`src/rtl/order_msg_encoder.sv`:
```
// Order message encoder: turns one accepted order into a big-endian byte stream
// (type, side, order_id, price, quantity). Define ORDER_MSG_CHECKSUM_EN to append an XOR checksum byte.
module order_msg_encoder #(
  parameter int         PRICE_W  = 16,
  parameter int         ID_W     = 8,
  parameter int         QTY_W    = 8,
  parameter logic [7:0] MSG_TYPE = 8'h41
) (
  input  logic               clk,
  input  logic               rst_n,
  input  logic               in_valid,
  output logic               in_ready,
  input  logic [PRICE_W-1:0] in_price,
  input  logic [ID_W-1:0]    in_order_id,
  input  logic [QTY_W-1:0]   in_quantity,
  input  logic               in_side,
  output logic               out_valid,
  input  logic               out_ready,
  output logic [7:0]         out_data,
  output logic               out_sop,
  output logic               out_eop
);

  if ((PRICE_W % 8) != 0 || (ID_W % 8) != 0 || (QTY_W % 8) != 0) begin : g_bad_width
    $error("order_msg_encoder: field widths must be multiples of 8");
  end

  localparam int BASE_N = 2 + (ID_W + PRICE_W + QTY_W) / 8;
`ifdef ORDER_MSG_CHECKSUM_EN
  localparam int MSG_N  = BASE_N + 1;
`else
  localparam int MSG_N  = BASE_N;
`endif
  localparam int MSG_W  = MSG_N * 8;
  localparam int CNT_W  = $clog2(MSG_N);
  localparam logic [CNT_W-1:0] LAST_IDX  = CNT_W'(MSG_N - 1);
  localparam logic [7:0]       SIDE_BUY  = 8'h42;
  localparam logic [7:0]       SIDE_SELL = 8'h53;

  typedef enum logic {S_IDLE = 1'b0, S_SEND = 1'b1} state_t;

  state_t           r_state;
  state_t           w_next_state;
  logic             r_in_ready;
  logic             r_out_valid;
  logic [7:0]       r_out_data;
  logic             r_out_sop;
  logic             r_out_eop;
  logic [CNT_W-1:0] r_cnt;
  logic [MSG_W-1:0] r_msg;  // bytes not yet presented, next one in the top byte

  logic              w_accept;
  logic              w_fire;
  logic              w_last_fire;
  logic [CNT_W-1:0]  w_cnt_inc;
  logic [BASE_N*8-1:0] w_base;
  logic [MSG_W-1:0]  w_msg_in;
  logic              w_nxt_ready;
  logic              w_nxt_valid;
  logic [7:0]        w_nxt_data;
  logic              w_nxt_sop;
  logic              w_nxt_eop;
  logic [CNT_W-1:0]  w_nxt_cnt;
  logic [MSG_W-1:0]  w_nxt_msg;

  assign w_base = {MSG_TYPE, (in_side ? SIDE_BUY : SIDE_SELL), in_order_id, in_price, in_quantity};

`ifdef ORDER_MSG_CHECKSUM_EN
  logic [7:0] w_csum;

  always_comb begin
    w_csum = '0;
    for (int i = 0; i < BASE_N; i++) w_csum = w_csum ^ w_base[8*i +: 8];
  end

  assign w_msg_in = {w_base, w_csum};
`else
  assign w_msg_in = w_base;
`endif

  assign w_accept    = in_valid && r_in_ready;
  assign w_fire      = r_out_valid && out_ready;
  assign w_last_fire = w_fire && r_out_eop;
  assign w_cnt_inc   = r_cnt + CNT_W'(1);

  // NOTE: sequential state is written with non-blocking (<=) so every flop sees pre-edge values.
  always_ff @(posedge clk or negedge rst_n) begin
    if (!rst_n) r_state <= S_IDLE;
    else        r_state <= w_next_state;
  end

  // NOTE: each always_comb target gets a default first, so no branch can infer a latch.
  always_comb begin
    w_next_state = r_state;
    case (r_state)
      S_IDLE:  if (w_accept)    w_next_state = S_SEND;
      S_SEND:  if (w_last_fire) w_next_state = S_IDLE;
      default:                  w_next_state = S_IDLE;
    endcase
  end

  // Next values of the registered outputs; they only move on accept or on a byte handshake.
  always_comb begin
    w_nxt_valid = r_out_valid;
    w_nxt_data  = r_out_data;
    w_nxt_sop   = r_out_sop;
    w_nxt_eop   = r_out_eop;
    w_nxt_cnt   = r_cnt;
    w_nxt_msg   = r_msg;
    case (r_state)
      S_IDLE: begin
        if (w_accept) begin
          w_nxt_valid = 1'b1;
          w_nxt_data  = w_msg_in[MSG_W-1 -: 8];
          w_nxt_sop   = 1'b1;
          w_nxt_eop   = 1'b0;
          w_nxt_cnt   = '0;
          w_nxt_msg   = w_msg_in << 8;
        end
      end
      S_SEND: begin
        if (w_last_fire) begin
          w_nxt_valid = 1'b0;
          w_nxt_data  = '0;
          w_nxt_sop   = 1'b0;
          w_nxt_eop   = 1'b0;
          w_nxt_cnt   = '0;
        end else if (w_fire) begin
          w_nxt_data  = r_msg[MSG_W-1 -: 8];
          w_nxt_sop   = 1'b0;
          w_nxt_eop   = (w_cnt_inc == LAST_IDX);
          w_nxt_cnt   = w_cnt_inc;
          w_nxt_msg   = r_msg << 8;
        end
      end
      default: begin
        w_nxt_valid = 1'b0;
      end
    endcase
    w_nxt_ready = (w_next_state == S_IDLE);
  end

  always_ff @(posedge clk or negedge rst_n) begin
    if (!rst_n) begin
      r_in_ready  <= 1'b0;
      r_out_valid <= 1'b0;
      r_out_data  <= '0;
      r_out_sop   <= 1'b0;
      r_out_eop   <= 1'b0;
      r_cnt       <= '0;
    end else begin
      r_in_ready  <= w_nxt_ready;
      r_out_valid <= w_nxt_valid;
      r_out_data  <= w_nxt_data;
      r_out_sop   <= w_nxt_sop;
      r_out_eop   <= w_nxt_eop;
      r_cnt       <= w_nxt_cnt;
    end
  end

  // NOTE: the message holding register is pure datapath qualified by r_out_valid, so it carries no reset.
  always_ff @(posedge clk) begin
    r_msg <= w_nxt_msg;
  end

  assign in_ready  = r_in_ready;
  assign out_valid = r_out_valid;
  assign out_data  = r_out_data;
  assign out_sop   = r_out_sop;
  assign out_eop   = r_out_eop;

endmodule

```
`config.mk`:
```
export PLATFORM = sky130hd
export DESIGN_NAME = order_msg_encoder
export DESIGN_NICKNAME = d
export VERILOG_FILES = /design/src/rtl/order_msg_encoder.sv
export SDC_FILE = /design/constraint.sdc
export NUM_CORES = 1
export LEC_CHECK = 0
export ABC_AREA = 0
export CELL_PAD_IN_SITES_DETAIL_PLACEMENT = 0
export CELL_PAD_IN_SITES_GLOBAL_PLACEMENT = 2
export CORE_MARGIN = 3
export CORE_UTILIZATION = 35
export DETAILED_ROUTE_END_ITERATION = 6
export GPL_ROUTABILITY_DRIVEN = 0
export PLACE_DENSITY = 0.81
export SLEW_MARGIN = 20
export SYNTH_ARGS = -nofsm -noshare
export SYNTH_HDL_FRONTEND = slang
export SYNTH_SLANG_ARGS = --single-unit
```
`constraint.sdc`:
```
create_clock -name clk -period 5.7 [get_ports clk]
set_clock_uncertainty 0.15 [all_clocks]
set_input_delay 0.57 -clock clk [delete_from_list [all_inputs] [get_ports clk]]
set_output_delay 0.57 -clock clk [all_outputs]
set_load 0.03 [all_outputs]
```
## Word level (Yosys, flattened, before mapping)

Cells that the tools add are included.

| word-level totals | value |
|---|---|
| output and inout bits | 12 |
| bits in registers | 64 |
| logic and storage cells | 49 |

| cells by class | value |
|---|---|
| bitwise logic cells | 2 |
| add/subtract/negate cells | 1 |
| muxes and demuxes | 26 |
| equal/unequal tests | 6 |
| reduce and logical (&&, ||, !) cells | 6 |

Operators with widths:

| kind | count |
|---|---|
| 2-to-1 mux 48 bit | 3 |
| one-hot mux 48 bit (2 select lines) | 1 |
| 2-to-1 mux 8 bit | 3 |
| one-hot mux 8 bit (2 select lines) | 1 |
| 2-to-1 mux 1 bit | 9 |
| 2-to-1 mux 3 bit | 3 |
| one-hot mux 1 bit (2 select lines) | 4 |
| one-hot mux 3 bit (2 select lines) | 1 |
| 2-to-1 mux 5 bit | 1 |
| inequality test 2 x 1 -> 1 bit (second input constant) | 2 |
| inequality test 2 bit (second input constant) | 2 |
| AND reduction 2 bit | 2 |
| adder 3 x 1 -> 3 bit (second input constant) | 1 |
| equality test 3 bit (second input constant) | 1 |
| logical AND 1 bit | 3 |
| inequality test 3 x 1 -> 1 bit (second input constant) | 1 |
| AND reduction 3 bit | 1 |
| inverter 1 bit | 2 |

## Logic depth before layout (Yosys ltp)

Gate-level depths: netlist (run 1).

| depth | value |
|---|---|
| word-level depth | 5 |
| depth in mapped cells | 5 |
| depth with buffers taken out | 4 |

## Worst setup path after synthesis (run 1)

No wires, ideal clock.

| path | value |
|---|---|
| path type | reg-to-reg |
| from | register r_out_valid, in the netlist out_valid |
| to | register r_msg[10], enable pin |
| slack | 2.157 ns |
| data arrival time | 2.942 ns |
| stages on the path, launching flop included | 5 |
| period minus slack after synthesis | 3.543 ns |
| cells stage by stage | dfrtp_1 nand3_2 o21a_1 buf_6 a21oi_1 |

| between the ends | value |
|---|---|
| longest elaborated chain between the ends | 4 |
| elaborated cells between the ends (all ways) | 5 |
| classes of those cells | 2 x eq/ne; 3 x reduce/logical |

RTL lines:

| what | line | source |
|---|---|---|
| from (decl) | 45 | `logic r_out_valid;` |
| from (signal assigned) | 153 | `r_out_valid <= w_nxt_valid;` |
| logical AND 1 bit * | 82 | `assign w_fire = r_out_valid && out_ready;` |
| logical AND 1 bit | 83 | `assign w_last_fire = w_fire && r_out_eop;` |
| inequality test 2 bit (no line) | -- |  |
| AND reduction 3 bit (no line) * | -- |  |
| to (signal assigned) | 163 | `r_msg <= w_nxt_msg;` |
| to (decl) | 50 | `logic [MSG_W-1:0] r_msg;` |

Every way passes the cells marked *; elsewhere a longest branch is shown, timed or not.
A chain may end at the register's enable or synchronous reset.

## Worst setup path in the final report (run 1)

| path | value |
|---|---|
| from | input in_valid |
| to | register r_msg[39], enable pin |

| between the ends | value |
|---|---|
| longest elaborated chain between the ends | 3 |

RTL lines:

| what | line | source |
|---|---|---|
| from (decl) | 11 | `input logic in_valid,` |
| logical AND 1 bit | 81 | `assign w_accept = in_valid && r_in_ready;` |
| inequality test 2 bit (no line) | -- |  |
| AND reduction 3 bit (no line) | -- |  |

Every way passes these cells.

==> results of run 1 <==
[logic make-up after synthesis]
group / count (synthesis) / synth area share [%]
fa+ha+maj: 2 / 1.089
flops: 56 / 69.68
mux: 26 / 12.68
simple gates: 29 / 7.349
xor+xnor: 1 / 0.3811
compound gates: 21 / 6.478
buf+inv: 10 / 2.340
[layout make-up]
cell class | instances | area (um2)
fillers | 533 | 3147
flip-flops and latches | 56 | 1602
multi-input cells | 79 | 654.4
repair buffers | 50 | 515.5
well taps | 75 | 93.84
clock buffers | 6 | 72.57
clock inverters | 2 | 35.03
inverters | 3 | 11.26
[layer usage]
layer	track usage (%)	vias up
li1	-	633
met1	14.23	625
met2	16.56	43
met3	3.690	2
met4	2.975	0
met5	0	-
[stage by stage]
| stage | power, W | cells |
|---|---|---|
| 3_5_place_dp | 0.001268 | 263 |
| 6_report | 0.001499 | 271 |
| 2_1_floorplan | 0.001094 | 145 |
| 4_1_cts | 0.001518 | 271 |
| 3_3_place_gp | 0.001236 | 262 |
| 5_1_grt | 0.001593 | 271 |
[sequential cells by signal, indices dropped and copies added (netlist names)]
register,count
r_msg,40
out_data,8
r_cnt,3
in_ready,1
out_eop,1
out_sop,1
out_valid,1
r_state,1
[worst register-to-register path: cells and delay by family (launching register included)]
| kind | cells | cell delay (ns) |
|---|---|---|
| buf+inv | 1 | 0.25 |
| compound gates | 2 | 0.81 |
| simple gates | 1 | 0.13 |
| flops | 1 | 0.45 |
[path summary, 6_finish.rpt]
kind | to | slack, ns | start
worst min register to register | out_data[3] | 0.32 | r_msg[43]
worst min-delay path | out_data[3] | 0.32 | r_msg[43]
max in group asynchronous | out_data[5] | 4.45 | rst_n
min in group asynchronous | out_eop | 0.52 | rst_n
worst max-delay path | r_msg[39] | 3.25 | in_valid
worst max register to register | r_msg[39] | 3.62 | out_valid
[synthesized netlist by cell type]
library cell	count
xor2_1	1
a21oi_1	4
a21o_1	1
dfrtp_1	16
and3_1	1
a2bb2oi_1	2
ha_1	2
buf_6	1
nand2b_1	4
nand2_1	7
nand3_2	1
nor2_2	1
clkbuf_1	3
mux2_2	25
nor4b_1	1
and2_1	4
nand3_1	1
inv_1	3
nor2b_1	9
buf_2	1
o21a_1	1
buf_4	2
edfxtp_1	40
a22o_1	7
o21ai_0	5
a221o_1	1
mux2i_1	1
[report_power, final]
part / total (W) / internal [W] / switching [W]
Clock: 0.000249 / 0.000131 / 0.000119
Combinational: 0.000507 / 0.000256 / 0.000251
Sequential: 0.000743 / 0.000675 / 0.0000673
==> flow_summary_export.csv, run 1 <==
group,metric,value,unit
run_status,status,"finished clean",
timing,drv_slew,0,
synth,synth-seq-cells,56,
route,drt-total-wl,3672,um
layout,most-common-layout-cells,"clkdlybuf4s50_1, edfxtp_1, mux2_2",
clocking,cts.htree.levels,2,
timing,setup_slack,3.255,ns
die,dieWidth,87.04,um
timing,period_needed,2.445,ns
critical_path,cp_num_cells,5,
global_routing,grt_max_degree,46,
critical_path,ff2ff_path_depth,4,
layout,final_core_util,48.67,%
synth,synth.distinct_cells,27,
layout,areaGrowthSynthToFinish,29.83,%
place,post-place-ws,2.922,ns
timing,worstMarginPinSlew,0.6629,ns
route,met3_length,265,um
timing,fmax,409.0,MHz
clocking,hold_buffers,0,
route,top_layer,"met4",
route,dr.pass1.iters,4,
timing,setup_total_negative_slack,0,ns
critical_path,cp-start-kind,"primary input",
synth,yosys.area.top_type,"edfxtp_1",
synth,synth_top_area_share,52.26,%
critical_path,cp-end-kind,"register",
worst_hold_path,holdPathStages,1,
timing,maxSlewHeadroom,55.67,%
synth,ys_warn_count,0,
clocking,clk_pin_slew,0.08,ns
timing,post-route-period-util,42.90,%
power,powerDensity,502.5,mW/mm2
route,drc,0,
synth,synth_area_leaders,"edfxtp_1, dfrtp_1, mux2_2",
route,wl_met2,1727,um
critical_path,path_buf_inv,2,
synth,seq_area_frac_synth,69.68,%
die,initial_utilization,37.49,%
synth,syn_inst,145,
die,chipHeight,87.04,um
global_routing,grt_pass1_wl,6244,um
global_routing,grt.total_usage,10.67,%
power,power.leakage,1.116,nW
layout,stdcell_area,0.002984,mm2
place,portBuffers,48,
global_routing,antenna_found_initial,0,
synth,avgSynthCellArea,15.85,um2
clocking,cts.repair.resized,0,
die,die_area,0.007575,mm2
die,num_rows,28,
route,drt-met1-wl,1663,um
timing,hold_viol,0,
critical_path,arrival,2.30,ns
layout,layout.nets,234,
route,routed_via_density,4.808,
critical_path,worstPathMaxFanout,24,
global_routing,overflow,0,
die,io_pins,49,
place,dp_hpwl,2647,um
global_routing,first_global_vias,1319,
timing,grt_setup_unrepaired,"false",
synth,netlist_area,0.002298,mm2
clocking,root_buffer,"clkbuf_8",
timing,finalSetupViolations,0,
die,core,0.006131,mm2
critical_path,crit_chain,"clkdlybuf4s50_1 -> nand2_1 -> o21a_1 -> a21oi_4 -> buf_16",
clocking,postCtsSetupBuffers,0,
clocking,cts_sinks,56,
route,avgRoutedWirePerCell,13.55,um
critical_path,slowest_delay,0.55,ns
critical_path,cp_top_family,"compound AO/OA/AOI/OAI gates",
route,drt-initial-drc-count,64,
route,via_count,1303,
run,maxCapViolations,0,
clocking,cts_tree,"done",
place,placed_area,0.002877,mm2
clocking,cts.path.max_buffers,2,
critical_path,cp.required,5.56,ns
timing,finalHoldWorstSlack,0.3238,ns
clocking,clkLatencyLatePin,0.30,ns
clocking,cts_made_buffers,5,
critical_path,critPathKind,"primary input to register",
layout,drive_gt1_share,18.88,%
layout,mostFrequentLayoutCell,"clkdlybuf4s50_1",
synth,syn_nets,184,
route,drt.antenna.violating_nets,0,
layout,antenna_cells,0,
worst_hold_path,hp-class,"register to register",
critical_path,worst_path_max_delay_cell,"a21oi_4",
power,irDropWorstVdd,0.3044,mV
Note: power is estimated with default switching activity, not from simulation.
==> run 2, diff against run 1 <==
==> constraint.sdc (replaced) <==
create_clock -name clk -period 2.3 [get_ports clk]
set_clock_uncertainty 0.15 [all_clocks]
set_input_delay 0.23 -clock clk [delete_from_list [all_inputs] [get_ports clk]]
set_output_delay 0.23 -clock clk [all_outputs]
set_load 0.03 [all_outputs]
==> run 2 against run 1 <==
Wire length up 0.60%. Worst setup slack lost 2.9 ns. Critical path depth fell by 4. First-iteration DRC count unchanged. Critical path type is now register to primary output. Die area unchanged. Cell area rose by 1.5%. Non-clock buffer count did not move. Largest power group unchanged. Core utilization rose by 0.71 points. Sequential power is 150% higher. Critical endpoint is now out_eop.
==> flow_summary_export.csv, run 2 (synthesized netlist as in run 1, its figures left out) <==
group,metric,value,unit
timing,finalSetupViolations,0,
layout,most-common-layout-cells,"clkdlybuf4s50_1, edfxtp_1, mux2_2",
layout,layout.nets,234,
timing,post-route-period-util,86.29,%
critical_path,cp_top_family,"buffers and inverters",
critical_path,worst_path_max_delay_cell,"clkdlybuf4s50_1",
timing,worstMarginPinSlew,0.6838,ns
layout,antenna_cells,0,
die,initial_utilization,37.49,%
route,drt.antenna.violating_nets,0,
timing,fmax,503.9,MHz
place,portBuffers,48,
route,dr.pass1.iters,3,
layout,mostFrequentLayoutCell,"clkdlybuf4s50_1",
timing,drv_slew,0,
clocking,cts.htree.levels,2,
timing,grt_setup_unrepaired,"false",
route,avgRoutedWirePerCell,13.63,um
clocking,hold_buffers,0,
power,power.leakage,1.135,nW
critical_path,cp.required,1.92,ns
power,powerDensity,1300,mW/mm2
global_routing,overflow,0,
critical_path,rrSetupSlack,0.52,ns
clocking,root_buffer,"clkbuf_8",
global_routing,grt_max_degree,44,
critical_path,worstPathMaxFanout,9,
die,core,0.006131,mm2
critical_path,path_buf_inv,1,
global_routing,antenna_found_initial,0,
clocking,cts.path.max_buffers,2,
die,num_rows,28,
layout,drive_gt1_share,19.39,%
route,via_count,1309,
clocking,clk_pin_slew,0.09,ns
die,die_area,0.007575,mm2
layout,regMostFlops,"r_msg",
route,drc,0,
power,irDropWorstVdd,0.6047,mV
clocking,cts_sinks,56,
global_routing,grt_pass1_wl,6251,um
route,drt-total-wl,3694,um
critical_path,slowest_delay,0.74,ns
timing,setup_total_negative_slack,0,ns
place,place_inst,263,
critical_path,cp-start-kind,"register",
critical_path,cp_num_cells,1,
route,drt-initial-drc-count,64,
clocking,clkLatencyLatePin,0.31,ns
worst_hold_path,hp-class,"primary input to async pin",
die,dieWidth,87.04,um
timing,maxSlewHeadroom,54.27,%
global_routing,first_global_vias,1393,
clocking,cts_made_buffers,5,
die,chipHeight,87.04,um
critical_path,cp-end-kind,"primary output",
timing,period_needed,1.985,ns
timing,hold_viol,0,
clocking,cts_tree,"done",
critical_path,critPathKind,"register to primary output",
critical_path,ff2ff_path_depth,4,
run_status,status,"finished clean",
clocking,cts.repair.resized,0,
layout,largest_reg_flops,40,
critical_path,arrival,1.60,ns
die,io_pins,49,
layout,stdcell_count,271,
critical_path,crit_chain,"clkdlybuf4s50_1",
layout,areaGrowthSynthToFinish,31.74,%
global_routing,grt.total_usage,10.57,%
route,routed_via_density,4.830,
clocking,postCtsSetupBuffers,0,
run,maxCapViolations,0,
-- run 2: cell types whose count changed in the layout (fill, tap and decap cells not counted) --
cell       before  now
buf_16          1    0
clkbuf_1        1    0
buf_12          0    1
bufinv_16       1    3
clkinv_2        1    0
-- run 2: worst paths after layout --
check                          start          end
min reg2reg                r_msg[47]  out_data[7]
min                            rst_n  out_data[0]
min in group clk           r_msg[47]  out_data[7]
max                          out_eop      out_eop
max in group asynchronous      rst_n  out_data[3]
max reg2reg                  r_state    r_msg[45]
-- run 2: cell type report --
class / count / area [um2]
tap: 75 / 93.84
sequential: 56 / 1602
fill: 513 / 3103
clock buffer: 5 / 68.82
clock inverter: 3 / 90.09
timing repair buffer: 50 / 508.0
inverter: 3 / 11.26
multi-input combinational: 79 / 654.4
-- run 2: routing by layer --
metal / vias up / share of wire (%) / track usage, %
li1: 634 / - / -
met1: 629 / 43 / 12.92
met2: 41 / 47 / 17.32
met3: 5 / 8.7 / 4.730
met4: 0 / 0.87 / 2.125
met5: - / 0 / 0
-- run 2: metrics by stage --
step                      utilization, %  hold WS, ns  total power [W]  area (um2)  worst slack [ns]
final                              49.39       0.1851         0.003937        3028            0.3154
after global routing               49.39       0.2483         0.004173        3028            0.2541
after CTS                          49.39       0.2068         0.003985        3028            0.2919
after detailed placement           46.80       0.3065         0.003130        2869            0.2104
after global placement             46.80       0.3049         0.003084        2869            0.2627
after floorplan                        -      -0.2156         0.002711        2310           0.09191
-- run 2: report_power, final --
part           internal, W  switching, W  leakage [nW]
Clock             0.000544      0.000310        0.0784
Sequential         0.00167      0.000167         0.579
Combinational     0.000627      0.000617         0.478
==> run 3, diff against run 2 <==
==> constraint.sdc (replaced) <==
create_clock -name clk -period 2.3 [get_ports clk]
set_clock_uncertainty 0.15 [all_clocks]
set_input_delay 0.23 -clock clk [delete_from_list [all_inputs] [get_ports clk]]
set_output_delay 0.23 -clock clk [all_outputs]
set_load 0.05 [all_outputs]
==> run 3 against run 2 <==
Sequential share of layout area hardly changed. First-iteration DRC count shrank 13%. Worst setup slack got worse by 0.14 ns. Global-route usage is 0.31 points higher. Register-to-register slack about the same. Largest power group unchanged.
==> flow_summary_export.csv, run 3 (synthesized netlist as in run 1, its figures left out) <==
group,metric,value,unit
route,avgRoutedWirePerCell,13.78,um
clocking,hold_buffers,0,
clocking,cts.repair.resized,0,
route,drt-total-wl,3734,um
power,power.leakage,1.134,nW
clocking,cts_tree,"done",
route,drc,0,
global_routing,antenna_found_initial,0,
critical_path,arrival,1.74,ns
run,maxCapViolations,0,
critical_path,worst_path_max_delay_cell,"clkdlybuf4s50_1",
critical_path,critPathKind,"register to primary output",
critical_path,crit_chain,"clkdlybuf4s50_1",
route,via_count,1300,
place,dp_hpwl,2578,um
route,dr.pass1.iters,4,
critical_path,rrSetupSlack,0.53,ns
layout,multi_input_area,654.4,um2
critical_path,ff2ff_path_depth,4,
global_routing,grt_pass1_wl,6341,um
layout,layout.nets,234,
global_routing,grtUsageMet2,16.29,%
timing,grt_setup_unrepaired,"false",
route,drt.antenna.violating_nets,0,
timing,hold_viol,0,
clocking,cts_sinks,56,
critical_path,cp.required,1.92,ns
die,core,0.006131,mm2
power,powerDensity,1346,mW/mm2
power,power.total,0.004080,W
layout,antenna_cells,0,
timing,worstMarginPinSlew,0.6946,ns
timing,drv_slew,0,
timing,setup_slack,0.1800,ns
layout,areaGrowthSynthToFinish,31.85,%
layout,stdcell_count,271,
layout,most-common-layout-cells,"clkdlybuf4s50_1, edfxtp_1, mux2_2",
clocking,cts.path.max_buffers,2,
die,chipHeight,87.04,um
critical_path,cp_num_cells,1,
layout,mostFrequentLayoutCell,"clkdlybuf4s50_1",
layout,largest_reg_flops,40,
global_routing,use_met3,4.447,%
timing,fmax,471.7,MHz
timing,post-route-period-util,92.17,%
critical_path,slowest_delay,0.87,ns
clocking,cts_made_buffers,5,
critical_path,worstPathMaxFanout,9,
layout,fillCellCount,518,
die,dieWidth,87.04,um
layout,regMostFlops,"r_msg",
die,initial_utilization,37.49,%
worst_hold_path,hp-class,"primary input to async pin",
clocking,root_buffer,"clkbuf_8",
timing,setup_total_negative_slack,0,ns
timing,maxSlewHeadroom,53.55,%
layout,final_core_util,49.43,%
layout,drive_gt1_share,20.41,%
clocking,clkLatencyLatePin,0.30,ns
global_routing,grt.total_usage,10.87,%
layout,final-seq-area,0.001604,mm2
timing,finalSetupViolations,0,
power,irDropWorstVdd,0.8335,mV
critical_path,cp-start-kind,"register",
critical_path,cp_top_family,"buffers and inverters",
critical_path,path_buf_inv,1,
global_routing,first_global_vias,1360,
place,portBuffers,48,
die,num_rows,28,
place,place_inst,263,
clocking,cts.htree.levels,2,
place,post-place-ws,0.2206,ns
global_routing,overflow,0,
die,io_pins,49,
critical_path,cp-end-kind,"primary output",
die,die_area,0.007575,mm2
clocking,postCtsSetupBuffers,0,
global_routing,grt_max_degree,44,
run_status,status,"finished clean",
route,routed_via_density,4.797,
clocking,clk_pin_slew,0.10,ns
route,drt-initial-drc-count,56,
global_routing,use_met1,14.35,%
timing,period_needed,2.120,ns
global_routing,grt_busiest_layer,"met2",
## run 3: changes by cell type in the layout (fill, tap and decap cells not counted)
cell,change
dfrtp_1,-2
dfrtp_2,+2
## run 3: area by class of cell
cell class                      instances  area share (%)
Sequential cell                        56           52.93
Multi-Input combinational cell         79           21.59
Timing Repair Buffer                   50           16.76
Tap cell                               75           3.097
Clock inverter                          3           2.973
Clock buffer                            5           2.271
Inverter                                3          0.3716
## run 3: stage by stage
step                      area, um2  hold slack (ns)
after floorplan                2312          -0.2156
after global routing           3030           0.2325
after detailed placement       2872           0.3048
after global placement         2872           0.3042
after CTS                      3030           0.2007
final                          3030           0.1855
## run 3: worst paths after layout
check,endpoint,start
worst min register to register,out_data[5],r_msg[45]
min in group clk,out_data[5],r_msg[45]
worst max-delay path,out_eop,out_eop
worst min-delay path,out_data[6],rst_n
max in group asynchronous,in_ready,rst_n
worst max register to register,r_msg[37],r_state
## run 3: layer usage
| layer | share of wire (%) | vias to the layer above | wire, um |
|---|---|---|---|
| li1 | - | 632 | - |
| met1 | 47 | 622 | 1756 |
| met2 | 46 | 42 | 1706 |
| met3 | 6.6 | 4 | 245 |
| met4 | 0.70 | 0 | 26 |
| met5 | 0 | - | 0 |
## run 3: report_power, final
part           internal (W)  leakage, nW  switching, W  total (W)
Clock              0.000544       0.0784      0.000314   0.000858
Combinational      0.000625        0.478      0.000750    0.00138
Sequential          0.00168        0.577      0.000171    0.00185
